==> src/rtl/sc_spi_sync_filter.sv <==
// Multi-channel synchronizer, glitch filter and edge-strobe generator.
// Filter counters are built only when SC_SPI_SYNC_FILTER_EN is defined.
module sc_spi_sync_filter #(
  parameter int              CH       = 4,
  parameter int              STAGES   = 2,
  parameter int              FILT_CYC = 4,
  parameter logic [CH-1:0]   RST_VAL  = {CH{1'b0}}
) (
  input  logic          SYSCLK,
  input  logic          SYSRST,
  input  logic [CH-1:0] ASYNC_IN,
  output logic [CH-1:0] SYNC_OUT,
  output logic [CH-1:0] RISE,
  output logic [CH-1:0] FALL,
  output logic          CHG_ANY
);

  generate
    if (CH < 1 || CH > 32) begin : g_bad_ch
      $error("CH must be in 1..32");
    end
    if (STAGES < 2) begin : g_bad_stages
      $error("STAGES must be >= 2");
    end
    if (FILT_CYC < 1 || FILT_CYC > 255) begin : g_bad_filt
      $error("FILT_CYC must be in 1..255");
    end
  endgenerate

  logic [CH-1:0] chain_q [STAGES];
  logic [CH-1:0] s;
  logic [CH-1:0] acc;
  logic [CH-1:0] sync_q, sync_d;
  logic [CH-1:0] rise_q, rise_d;
  logic [CH-1:0] fall_q, fall_d;

  always_ff @(posedge SYSCLK or posedge SYSRST) begin
    if (SYSRST) begin
      for (int k = 0; k < STAGES; k++) begin
        chain_q[k] <= RST_VAL;
      end
    end else begin
      chain_q[0] <= ASYNC_IN;
      for (int k = 1; k < STAGES; k++) begin
        chain_q[k] <= chain_q[k-1];
      end
    end
  end

  assign s = chain_q[STAGES-1];

`ifdef SC_SPI_SYNC_FILTER_EN
  localparam int CW = $clog2(FILT_CYC + 1);
  localparam logic [CW-1:0] LAST = CW'(FILT_CYC - 1);

  logic [CW-1:0] cnt_q [CH];
  logic [CW-1:0] cnt_d [CH];

  // A new level is accepted on the FILT_CYC-th consecutive differing cycle.
  always_comb begin
    for (int i = 0; i < CH; i++) begin
      cnt_d[i] = '0;
      acc[i]   = 1'b0;
      if (s[i] != sync_q[i]) begin
        if (cnt_q[i] == LAST) begin
          acc[i] = 1'b1;
        end else begin
          cnt_d[i] = cnt_q[i] + 1'b1;
        end
      end
    end
  end

  always_ff @(posedge SYSCLK or posedge SYSRST) begin
    if (SYSRST) begin
      for (int i = 0; i < CH; i++) begin
        cnt_q[i] <= '0;
      end
    end else begin
      for (int i = 0; i < CH; i++) begin
        cnt_q[i] <= cnt_d[i];
      end
    end
  end
`else
  assign acc = s ^ sync_q;
`endif

  assign sync_d = sync_q ^ acc;
  assign rise_d = acc & s;
  assign fall_d = acc & ~s;

  always_ff @(posedge SYSCLK or posedge SYSRST) begin
    if (SYSRST) begin
      sync_q <= RST_VAL;
      rise_q <= '0;
      fall_q <= '0;
    end else begin
      sync_q <= sync_d;
      rise_q <= rise_d;
      fall_q <= fall_d;
    end
  end

  assign SYNC_OUT = sync_q;
  assign RISE     = rise_q;
  assign FALL     = fall_q;
  assign CHG_ANY  = |(rise_q | fall_q);

endmodule

==> config.mk <==
export PLATFORM = sky130hd
export DESIGN_NAME = sc_spi_sync_filter
export DESIGN_NICKNAME = d
export VERILOG_FILES = /design/src/rtl/sc_spi_sync_filter.sv
export SDC_FILE = /design/constraint.sdc
export NUM_CORES = 1
export LEC_CHECK = 0
export BUFFER_PORTS_ARGS = -buffer_cell sky130_fd_sc_hd__buf_4
export CORE_MARGIN = 2
export CORE_UTILIZATION = 48
export CTS_CLUSTER_SIZE = 14
export DETAILED_ROUTE_END_ITERATION = 10
export PLACE_DENSITY = 0.74
export REMOVE_ABC_BUFFERS = 1
export SLEW_MARGIN = 20
export SYNTH_ARGS = -nofsm -noshare
export SYNTH_HDL_FRONTEND = slang
export SYNTH_SLANG_ARGS = --single-unit
export TNS_END_PERCENT = 30
==> constraint.sdc <==
create_clock -name SYSCLK -period 1.3 [get_ports SYSCLK]
set_input_delay 0.26 -clock SYSCLK [delete_from_list [all_inputs] [get_ports SYSCLK]]
set_output_delay 0.26 -clock SYSCLK [all_outputs]
set_load 0.02 [all_outputs]
Word-level counts from Yosys, hierarchy flattened
Cells that the tools add are included.

operators by class
  bitwise operators = 6
  reduce and logical (&&, ||, !) cells = 1

operators with widths
  operator         number
  $and 4x4->4      2
  $xor 4x4->4      2
  $not 4->4        1
  $or 4x4->4       1
  $reduce_or 4->1  1

word-level totals
  register bits after elaboration = 20
  input bits = 6
  output and inout port bits = 13
  logic and storage cells = 12

Longest topological paths before layout
  word-level depth = 2
  mapped depth = 3
  mapped depth without buffers = 3

Worst setup path before layout
OpenSTA, ideal clock, no wires.

  path kind = reg-to-output
  from = register fall_q[0], in the netlist FALL[0]
  to = output port CHG_ANY
  arrival time = 889 ps
  data required time = 1,040 ps
  path slack = 151 ps
  cell stages (with the launch flop) = 3
  path buffers = 0
  cell sequence = dfrtp_1 > nor4_1 > nand2_1

on the way
  cells in the longest elaborated chain, start to end = 2

RTL lines
  element                 RTL line  source
  start, declared         35        logic [CH-1:0] fall_q, fall_d;
  start signal, assigned  101       fall_q <= fall_d;
  $or 4x4->4              108       assign CHG_ANY = |(rise_q | fall_q);
  $reduce_or 4->1         108
  end, declared           15        output logic CHG_ANY

No other way between the ends.

Final worst setup path
  from = register rise_q[3], in the netlist RISE[3]
  to = output port CHG_ANY

on the way
  cells in the longest elaborated chain, start to end = 2

RTL lines
  element                 RTL line  source
  start, declared         34        logic [CH-1:0] rise_q, rise_d;
  start signal, assigned  100       rise_q <= rise_d;
  $or 4x4->4              108
  $reduce_or 4->1         108

No other way between the ends.

==> run metrics <==
Clock Sinks 20; worst hold path type in2reg; H-Tree Depth 1; Die Ht 41.8 µm; largest net degree at the start of global routing 21; vias after detailed routing 375; I/O pin count 19; crit path kind reg2out; crit path capture type output port; register area share after synthesis 73.0%; Slew Limit Fails 0; Crit Path Max Fanout 2; Post-Syn Area 686 µm²; CP Data Required Time 1.04 ns; DR WL/cell 10.7 µm; root buffer cell clkbuf_4; Detailed Route Iter0 Violations 0; Worst Hold Slack 0.0607 ns; max-capacitance violation count 0; Yosys reg bits 20; initial antenna violation count 0; CTS tree yes; CP Launch Type flop; share of layout cells above drive strength 1 36.8%; Lkg Pwr 0.487 nW; GRT overflow 0; Final GP Congestion 0.640; WP buf/inv 1; worst slew pin tran 0.240 ns; Final Cycle Share 112%; Post-Syn Area per Cell 15.6 µm²; Skew-Pair Late Insertion Delay 0.29 ns; violations in the final reports setup timing; chip width 41.8 µm; unrepaired setup endpoints after global routing true; VDD IR-drop max 0.00114 V; DRC viols 0; Layout area overhead 32.7%; Final setup violation count 1; Largest stage delay, worst path 0.40 ns; Clock transition at path regs 0.11 ns; Warnings, synthesis 0; # nets final 83; Overall Power 1.96 mW; post-synth top area cell dfrtp_1; Final Hold Fails 0; Synth area leaders dfrtp_1, ha_1, xnor2_1; Post-DRT Antenna Nets 0; GRT Util Overall 12.2%; CTS Buf Count 3; num rows 13; PD cells 2160 mW/mm²; critical path's top delay family flip-flops; worst slack, placed 0.157 ns; Fmax 0.687 GHz; post-synth cell types 6; Die ar. 0.00175 mm²; highest-delay cell along the critical path dfrtp_1; drt total wl 889 µm; Post-Place Cells 78; DRT Pass-1 Iters 1; ANT cells 0; status finished, violations left; core box area 0.00132 mm²; crit path cell chain nor4_2 -> nand2_1 -> buf_6; vias per cell 4.52; vias in the first global route 394; Post-Layout Cell Count 83; first-pass GRT wire length 1550 µm; number of port buffers 18; Max-slew headroom 84.0%; buffer depth of the longest clock path 2; Layout Skew 0.00541 ns; Mapped Cells 44; final setup TNS -0.155 ns; dpl hpwl 653 µm; post-layout minimum cycle time 1.45 ns; Initial Util 52.0%; Final WS setup -0.155 ns; Arrival @ worst endpoint 1.19 ns; Synth top area share 73.0%
## registers in the layout, summed over array words and instances, names as in the netlist
name / cells
chain_q: 4
FALL: 4
s: 4
RISE: 4
SYNC_OUT: 4
## worst paths after layout
kind                             startpoint     endpoint  slack [ns]  cells past startpoint
worst min register to register   chain_q[4]         s[0]        0.36                      0
worst min-delay path            ASYNC_IN[2]   chain_q[6]        0.06                      1
worst max register to register  SYNC_OUT[2]  SYNC_OUT[2]        0.28                      3
worst max-delay path                RISE[3]      CHG_ANY       -0.15                      3
min in group asynchronous            SYSRST         s[2]        0.53                      4
max in group asynchronous            SYSRST   chain_q[5]        0.57                      4
## final cells by class
type | count | area (µm²)
fill | 96 | 408
multi-input combinational | 15 | 164
clock buffer | 4 | 36.3
sequential | 20 | 500
timing repair buffer | 20 | 156
tap | 15 | 18.8
inverter | 9 | 33.8
## per-stage QoR
step                      area (µm²)  utilization [%]
final                            910             69.0
after CTS                        903             68.6
after floorplan                  686                -
after global routing             910             69.0
after global placement           847             64.3
after detailed placement         847             64.3
## Yosys cell counts (all sizes together)
library cell  instances
nand2                 1
ha                    8
xnor2                 4
dfrtp                20
inv                   9
nor4                  2
## power breakdown
part           switching, mW  internal (mW)  total [mW]
Sequential             0.130          0.776       0.906
Clock                  0.176          0.171       0.347
Combinational          0.357          0.353       0.710
## routing by layer
metal	routed length, µm	global-route usage, %	share of wire (%)
met3	73	3.91	8.2
met1	377	15.2	42
met5	0	0	0
met2	423	18.1	48
met4	14	7.74	1.6
## kinds of logic (layout without fill, tap and decap cells)
group                    count (synthesis)  after routing  share of synthesized area (%)
adder cells (fa/ha/maj)                  8              8                           14.6
buffers and inverters                    9             33                           4.93
XOR/XNOR                                 4              4                           5.11
AND/OR/NAND/NOR                          3              3                           2.37
flip-flops                              20             20                           73.0
## what timing repair did
action / 4_1_cts / 5_1_grt
setup buffers: 0 / 0
endpoints found under the hold margin: 20 / 0
endpoints found under the setup margin: 1 / 1
pin swaps: 0 / 1
hold buffers: 1 / 0
gates resized for setup: 2 / 1
## cells in the final DEF (no fill, tap or decap)
cell type       n
dfrtp_1        20
buf_4          18
inv_1           9
ha_1            8
xnor2_1         4
clkbuf_4        3
nor4_2          2
nand2_1         1
clkbuf_8        1
dlygate4sd3_1   1
buf_6           1
Power figures use the tool's default switching activity.
